### config.mk
export PLATFORM = sky130hd
export DESIGN_NAME = mtm_alu_frame_rx
export DESIGN_NICKNAME = d
export VERILOG_FILES = /design/src/rtl/mtm_alu_frame_rx.sv
export SDC_FILE = /design/constraint.sdc
export NUM_CORES = 1
export LEC_CHECK = 0
export BUFFER_PORTS_ARGS = -buffer_cell sky130_fd_sc_hd__clkbuf_2
export CELL_PAD_IN_SITES_DETAIL_PLACEMENT = 1
export CELL_PAD_IN_SITES_GLOBAL_PLACEMENT = 1
export CORE_MARGIN = 2
export CORE_UTILIZATION = 43
export DETAILED_ROUTE_END_ITERATION = 12
export MAX_ROUTING_LAYER = met4
export PLACE_DENSITY = 0.88
export SLEW_MARGIN = 20
export SYNTH_ARGS = -nofsm -noshare
export SYNTH_HDL_FRONTEND = slang
export SYNTH_SLANG_ARGS = --single-unit
### constraint.sdc
create_clock -name clk -period 6.6 [get_ports clk]
set_clock_uncertainty 0.05 [all_clocks]
set_input_delay 1.98 -clock clk [delete_from_list [all_inputs] [get_ports clk]]
set_output_delay 1.98 -clock clk [all_outputs]
set_load 0.01 [all_outputs]
### src/rtl/mtm_alu_frame_rx.sv
// Serial frame receiver: assembles DATA frames into {B, A}, checks the CMD frame and presents
// operands/opcode or error flags on a ready/valid register. Partial-packet timeout: MTM_RX_TIMEOUT_EN.
module mtm_alu_frame_rx #(
  parameter int unsigned OPERAND_W   = 32,
  parameter int unsigned TIMEOUT_CYC = 1024
) (
  input  logic                 clk,
  input  logic                 rst,
  input  logic                 sin,
  input  logic                 out_ready,
  output logic                 out_valid,
  output logic [OPERAND_W-1:0] out_a,
  output logic [OPERAND_W-1:0] out_b,
  output logic [2:0]           out_op,
  output logic [2:0]           out_err,
  output logic                 out_overrun
);

  localparam int unsigned DataW   = 2 * OPERAND_W;
  localparam int unsigned NFrames = DataW / 8;
  localparam int unsigned CntW    = $clog2(NFrames + 1);
  localparam int unsigned MsgW    = DataW + 4;
  localparam logic [CntW-1:0] NFramesC = CntW'(NFrames);

  localparam logic [2:0] ErrData = 3'b100;
  localparam logic [2:0] ErrCrc  = 3'b010;
  localparam logic [2:0] ErrOp   = 3'b001;

  typedef enum logic [1:0] {StIdle, StRx, StEval} state_e;

  state_e              state_q, state_d;
  logic [3:0]          bit_cnt_q, bit_cnt_d;
  logic [8:0]          frame_q, frame_d;
  logic [DataW-1:0]    data_q, data_d;
  logic [CntW-1:0]     count_q, count_d;
  logic [6:0]          cmd_q, cmd_d;

  logic                ld;
  logic [2:0]          ld_err;
  logic [OPERAND_W-1:0] ld_a, ld_b;
  logic [2:0]          ld_op;
  logic                crc_ok;
  logic                timeout_hit;

  // CRC4, polynomial x^4+x+1, init 0, MSB first
  function automatic logic [3:0] crc4(input logic [MsgW-1:0] msg);
    logic [3:0] c;
    logic       fb;
    c = 4'h0;
    for (int i = MsgW - 1; i >= 0; i--) begin
      fb = c[3] ^ msg[i];
      c  = {c[2:0], 1'b0} ^ {2'b00, fb, fb};
    end
    return c;
  endfunction

  function automatic logic op_ok(input logic [2:0] op);
    case (op)
      3'b000, 3'b001, 3'b100, 3'b101: op_ok = 1'b1;
      default:                        op_ok = 1'b0;
    endcase
  endfunction

  assign crc_ok = (crc4({data_q, 1'b1, cmd_q[6:4]}) == cmd_q[3:0]);

  always_ff @(posedge clk or posedge rst) begin
    if (rst) begin
      state_q   <= StIdle;
      bit_cnt_q <= '0;
      frame_q   <= '0;
      data_q    <= '0;
      count_q   <= '0;
      cmd_q     <= '0;
    end else begin
      state_q   <= state_d;
      bit_cnt_q <= bit_cnt_d;
      frame_q   <= frame_d;
      data_q    <= data_d;
      count_q   <= count_d;
      cmd_q     <= cmd_d;
    end
  end

  always_comb begin
    state_d   = state_q;
    bit_cnt_d = bit_cnt_q;
    frame_d   = frame_q;
    data_d    = data_q;
    count_d   = count_q;
    cmd_d     = cmd_q;
    ld        = 1'b0;
    ld_err    = 3'b000;
    ld_a      = '0;
    ld_b      = '0;
    ld_op     = 3'b000;
    unique case (state_q)
      StIdle: begin
        if (!sin) begin
          state_d   = StRx;
          bit_cnt_d = 4'd0;
        end else if (timeout_hit) begin
          count_d = '0;
          ld      = 1'b1;
          ld_err  = ErrData;
        end
      end
      StRx: begin
        bit_cnt_d = bit_cnt_q + 4'd1;
        if (bit_cnt_q != 4'd9) begin
          frame_d = {frame_q[7:0], sin};
        end else begin
          state_d = StIdle;
          if (!sin) begin
            // Framing error: drop the frame but keep the packet position
            ld     = 1'b1;
            ld_err = ErrData;
          end else if (frame_q[8]) begin
            cmd_d   = frame_q[6:0];
            state_d = StEval;
          end else if (count_q == NFramesC) begin
            count_d = '0;
            ld      = 1'b1;
            ld_err  = ErrData;
          end else begin
            data_d  = {data_q[DataW-9:0], frame_q[7:0]};
            count_d = count_q + CntW'(1);
          end
        end
      end
      StEval: begin
        count_d = '0;
        ld      = 1'b1;
        if (count_q != NFramesC) begin
          ld_err = ErrData;
        end else if (!crc_ok) begin
          ld_err = ErrCrc;
        end else if (!op_ok(cmd_q[6:4])) begin
          ld_err = ErrOp;
        end else begin
          ld_a  = data_q[OPERAND_W-1:0];
          ld_b  = data_q[DataW-1:OPERAND_W];
          ld_op = cmd_q[6:4];
        end
        // A start bit right after the CMD stop bit begins the next packet
        if (!sin) begin
          state_d   = StRx;
          bit_cnt_d = 4'd0;
        end else begin
          state_d = StIdle;
        end
      end
      default: state_d = StIdle;
    endcase
  end

`ifdef MTM_RX_TIMEOUT_EN
  localparam int unsigned TmoW = (TIMEOUT_CYC > 1) ? $clog2(TIMEOUT_CYC) : 1;
  logic [TmoW-1:0] idle_q;
  logic            idle_run;

  assign idle_run    = (state_q == StIdle) && sin && (count_q != '0);
  assign timeout_hit = idle_run && (idle_q == TmoW'(TIMEOUT_CYC - 1));

  always_ff @(posedge clk or posedge rst) begin
    if (rst) begin
      idle_q <= '0;
    end else if (idle_run && !timeout_hit) begin
      idle_q <= idle_q + TmoW'(1);
    end else begin
      idle_q <= '0;
    end
  end
`else
  logic unused_tmo;
  assign unused_tmo  = ^32'(TIMEOUT_CYC);
  assign timeout_hit = 1'b0;
`endif

  // Output register: a held, unaccepted result wins over a new one
  always_ff @(posedge clk or posedge rst) begin
    if (rst) begin
      out_valid   <= 1'b0;
      out_a       <= '0;
      out_b       <= '0;
      out_op      <= 3'b000;
      out_err     <= 3'b000;
      out_overrun <= 1'b0;
    end else begin
      out_overrun <= ld && out_valid && !out_ready;
      if (ld && (!out_valid || out_ready)) begin
        out_valid <= 1'b1;
        out_a     <= ld_a;
        out_b     <= ld_b;
        out_op    <= ld_op;
        out_err   <= ld_err;
      end else if (out_valid && out_ready) begin
        out_valid <= 1'b0;
      end
    end
  end

endmodule

[After elaboration in Yosys (flattened, before gate mapping)]
Index checks and enable logic that the tools add are counted.
Storage, ports and cells
  bits in registers: 162
  input bits: 4
  output and inout bits: 72
Cells by class
  add/sub/neg operators: 2
  eq/ne operators: 14
  muxes and demuxes: 44
  bitwise logic cells: 136
  reduce and logical (&&, ||, !) cells: 20
Operator list (number)
  $xor A4 B2 Y4: 66
  $mux W32: 8
  $xor A1 B1 Y1: 64
  $mux W3: 9
  $mux W4: 5
  $pmux W4 S2: 2
  $mux W1: 12
  $mux W2: 5
  $ne A2 B2 Y1 const B: 5
  $add A4 B1 Y4 const B: 2
  $ne A4 B4 Y1 const B: 2
  $reduce_and A4 Y1: 2
  $eq A3 B3 Y1 const B: 2
  $pmux W2 S3: 1
  $pmux W3 S2: 1
  $reduce_and A2 Y1: 3
  $reduce_bool A2 Y1: 3
  $reduce_and A5 Y1: 1
  $eq A4 B4 Y1: 1
  $eq A4 B4 Y1 const B: 1
  $logic_and A1 B1 Y1: 4
  $not A1 Y1: 4
  $reduce_or A4 Y1: 1
  $eq A3 B1 Y1 const B: 1
  other kinds (10): 11

[Longest topological paths before layout]
  word-level depth: 140
  gate-level depth with buffers: 13

[Worst setup path before layout]
OpenSTA, ideal clock, no wires.
  kind: input-to-reg
  start: input sin
  end: register data_q[10]
  arrival: 3.639 ns
  data required time: 6.425 ns
  slack: 2.786 ns
  cell stages on the path: 5
  path through: or3b_2 > nor2_1 > buf_1 > clkbuf_1 > mux2_2
On the way
  word-level cells in the longest chain between the ends: 1
Ends and longest elaborated chain
  start, declared: RTL line 9  | input logic sin,
  $reduce_and A5 Y1 (no line)
  end signal, assigned: RTL line 78  | data_q <= data_d;
  end, declared: RTL line 34  | logic [DataW-1:0] data_q, data_d;
Every way passes these cells.
A chain may end at the register's enable or synchronous reset.

[Worst setup path after layout]
  start: register data_q[47]
  end: register out_err[1]
On the way
  word-level cells in the longest chain between the ends: 74
Ends and longest elaborated chain
  $xor A1 B1 Y1 *: RTL line 51  | fb = c[3] ^ msg[i];
  $xor A4 B2 Y4 * (3 in series): RTL line 52  | c = {c[2:0], 1'b0} ^ {2'b00, fb, fb};
  $xor A1 B1 Y1: RTL line 51
  $xor A4 B2 Y4 * (3 in series): RTL line 52
  $xor A1 B1 Y1: RTL line 51
  $xor A4 B2 Y4 * (3 in series): RTL line 52
  $xor A1 B1 Y1: RTL line 51
  $xor A4 B2 Y4 * (3 in series): RTL line 52
  [48 not listed]
  $not A1 Y1 (no line)
  $xor A4 B2 Y4 * (3 in series): RTL line 52
  $xor A1 B1 Y1: RTL line 51
  $xor A4 B2 Y4 *: RTL line 52
  $eq A4 B4 Y1 *: RTL line 64  | assign crc_ok = (crc4({data_q, 1'b1, cmd_q[6:4]}) == cmd_q[3:0]);
  $mux W2 *: RTL line 135  | end else if (!crc_ok) begin
  $mux W3 *: RTL line 133  | if (count_q != NFramesC) begin
  $pmux W3 S2 *: RTL line 96  | unique case (state_q)
  end signal, assigned: RTL line 195  | out_err <= ld_err;
  end, declared: RTL line 15  | output logic [2:0] out_err,
Every way passes the cells marked *; elsewhere a longest branch is shown, timed or not.

==> flow_metrics.tcl <==
set metrics [dict create \
    start_kind "register" \
    synthCells 709 \
    dpl-instance-area_sq_mm 0.00861 \
    drv_cap 0 \
    internal_power_mw 1.80 \
    post_cts.repair.setup_buffers 0 \
    path_clk_slew_ps 60 \
    fmax_mhz 204 \
    core_area_sq_mm 0.0185 \
    synth_nets 721 \
    layout_common_cells "dfrtp_1, nand2_1, clkbuf_2, mux2_2, nand4_1" \
    antenna_found_initial 0 \
    wl_met3_um 670 \
    path_max_fanout 39 \
    syn_area_per_cell_sq_um 11.3 \
    initial_utilization_pct 43.4 \
    pwr-share-clk_pct 47.4 \
    rows 50 \
    drtIter0Drc 354 \
    drive_gt1_share_pct 26.6 \
    cts_resized 0 \
    diodes 0 \
    portBuffers 75 \
    p_comb_share_pct 7.8 \
    fp.dieH_um 141 \
    clockBufferDepth 2 \
    ir_drop_v 0.000156 \
    gp_congestion 0.833 \
    top_layer "met4" \
    drc_errors 0 \
    ys_seq_area_share_pct 50.4 \
    seqPwrFrac_pct 44.9 \
    cts_root_buf "clkbuf_16" \
    ant_nets 0 \
    htreeDepth 4 \
    nets 777 \
    die_area_sq_mm 0.0198 \
    synth_edf_count 0 \
    final_common_cell "dfrtp_1" \
    netlist_area_sq_mm 0.00805 \
    switching_share_pct 24.9 \
    numCtsBuffers 17 \
    clkLatencyLatePin_ps 440 \
    grt_max_degree 68 \
    status "complete, no violations" \
    ios 76 \
    switching_power_uw 595 \
    die_w_um 141 \
    hold_violations 0 \
    dpl.hpwl_um 14400 \
    cp.required_ps 6870 \
    finalSetupViolations 0 \
    drt-met1-wl_um 9110 \
    synthArstFlopShare_pct 100 \
    clock_sink_count 162 \
    setup_tns_ps 0 \
    post_drt_wl_per_cell_um 21.8 \
    synthDistinctLibCells 44 \
    grt_pass1_vias 6288 \
    grt_usage_pct 24.3 \
    first_pass_iters 4 \
    fill_cells 1981 \
    grt_pass1_wl_um 35900 \
    num_vias 5610 \
    rsz0062_at_grt "no" \
    maxSlewHeadroom_pct 35.1 \
    critPathCaptureType "register" \
    worst_pin_slew_ps 971 \
    arrival_ps 5170 \
    finalMaxSlewViolations 0 \
    yosys_warnings 0 \
    area_growth_syn_to_layout_pct 15.6 \
    power_density_mw_per_mm2 257 \
    met2WireLength_um 11700 \
    final_area_sq_mm 0.00930 \
    hp-class "reg2reg" \
    worstSetupPathType "reg2reg" \
    power.leakage_nw 4.43 \
    synth_seq_cells 162 \
    period_minus_slack_ps 4900 \
    ctsHoldBuffers 0 \
    viasPerCell 5.55 \
    wl_um 22100 \
    synth_ff_type "dfrtp_1" \
    grt-ovfl-total 0 \
    period_share_pct 74.2 \
    cts_tree "done" \
]
[critical path, cell delays in order (launching register included)]
cell and delay [ps]:
dfrtp_1 440, xnor2_1 320, xnor3_2 540, xor2_1 330, xnor3_1 440, xnor2_2 230
xnor3_1 390, or2_0 280, mux2i_4 740, buf_4 510, nand2_1 190, o221a_2 270
[layer usage]
layer  up-vias  GRT usage (%)
met3        44           4.55
met5         -              -
met1      2893           28.9
met2       117           41.6
met4         0           8.11
li1       2556              -
[final timing paths]
kind,startpoint,endpoint,slack (ps),cells after the start
setup / recovery,data_q[47],out_err[1],1700,11
min in group asynchronous,rst,out_a[2],1500,2
hold / removal,out_a[22],out_a[22],430,2
setup reg to reg,data_q[47],out_err[1],1700,11
max in group asynchronous,rst,out_err[0],3820,3
hold reg to reg,out_a[22],out_a[22],430,2
[registers in the layout (all words and copies together) (netlist names)]
signal	count
state_q	2
count_q	4
cmd_q	7
out_op	3
out_overrun	1
out_a	32
frame_q	9
out_b	32
data_q	64
out_err	3
out_valid	1
bit_cnt_q	4
[per-stage QoR]
stage	hold WS [ps]	setup slack [ps]	instances	util [%]	power, mW
after CTS	434	1450	1010	50.1	2.40
after detailed placement	423	1630	979	46.5	1.27
after global placement	412	1910	979	46.5	1.26
after floorplan	397	193	709	-	1.21
after global routing	472	1530	1011	50.2	2.49
final	427	1700	1011	50.2	2.39
[synth_stat cells (2+ instances only)]
master,number,share of area (%)
xor2_1,18,2.0
nand2b_1,3,0.23
xnor2_2,6,1.2
buf_1,3,0.14
nand4_1,67,5.2
xnor2_1,65,7.1
and2_1,2,0.16
dfrtp_1,162,50
a21oi_1,2,0.12
inv_1,10,0.47
buf_6,3,0.42
nand3_1,2,0.12
mux2_2,70,9.8
o21ai_1,26,1.6
a22o_1,4,0.44
xnor3_2,4,1.2
nor2_1,13,0.61
ha_1,8,1.2
buf_2,5,0.31
nand2_1,112,5.2
nand3b_1,2,0.19
clkbuf_2,4,0.25
or2_2,2,0.16
o21ai_0,50,3.1
clkbuf_1,32,1.5
xnor3_1,16,4.5
[layout make-up]
| type | instances | area, sq um | share of cell area [%] |
|---|---|---|---|
| Clock buffer | 19 | 433 | 4.65 |
| Clock inverter | 12 | 229 | 2.46 |
| Inverter | 11 | 46.3 | 0.498 |
| Multi-Input combinational cell | 488 | 3780 | 40.6 |
| Sequential cell | 162 | 4050 | 43.6 |
| Tap cell | 234 | 293 | 3.15 |
| Timing Repair Buffer | 85 | 470 | 5.06 |
[power by group through the flow]
| stage | clock (mW) | sequential (mW) | combinational, mW |
|---|---|---|---|
| 2_1_floorplan | 0 | 1.08 | 0.130 |
| 3_3_place_gp | 0 | 1.09 | 0.170 |
| 3_5_place_dp | 0 | 1.09 | 0.184 |
| 4_1_cts | 1.14 | 1.07 | 0.188 |
| 5_1_grt | 1.19 | 1.08 | 0.216 |
| 6_report | 1.13 | 1.07 | 0.185 |
[kinds of logic (layout without fill, tap and decap cells)]
kind of cell               count (synthesis)  after routing  synth area share, %
AOI/OAI and AO/OA                         88             88                 6.14
xor gates and xnor gates                 111            111                 16.5
adders and majority gates                  8              8                 1.24
buffers and inverters                     59            127                 3.22
DFF                                      162            162                 50.4
muxes                                     72             72                 10.1
and+or+nand+nor                          209            209                 12.4
(Power assumes the default switching activity.)
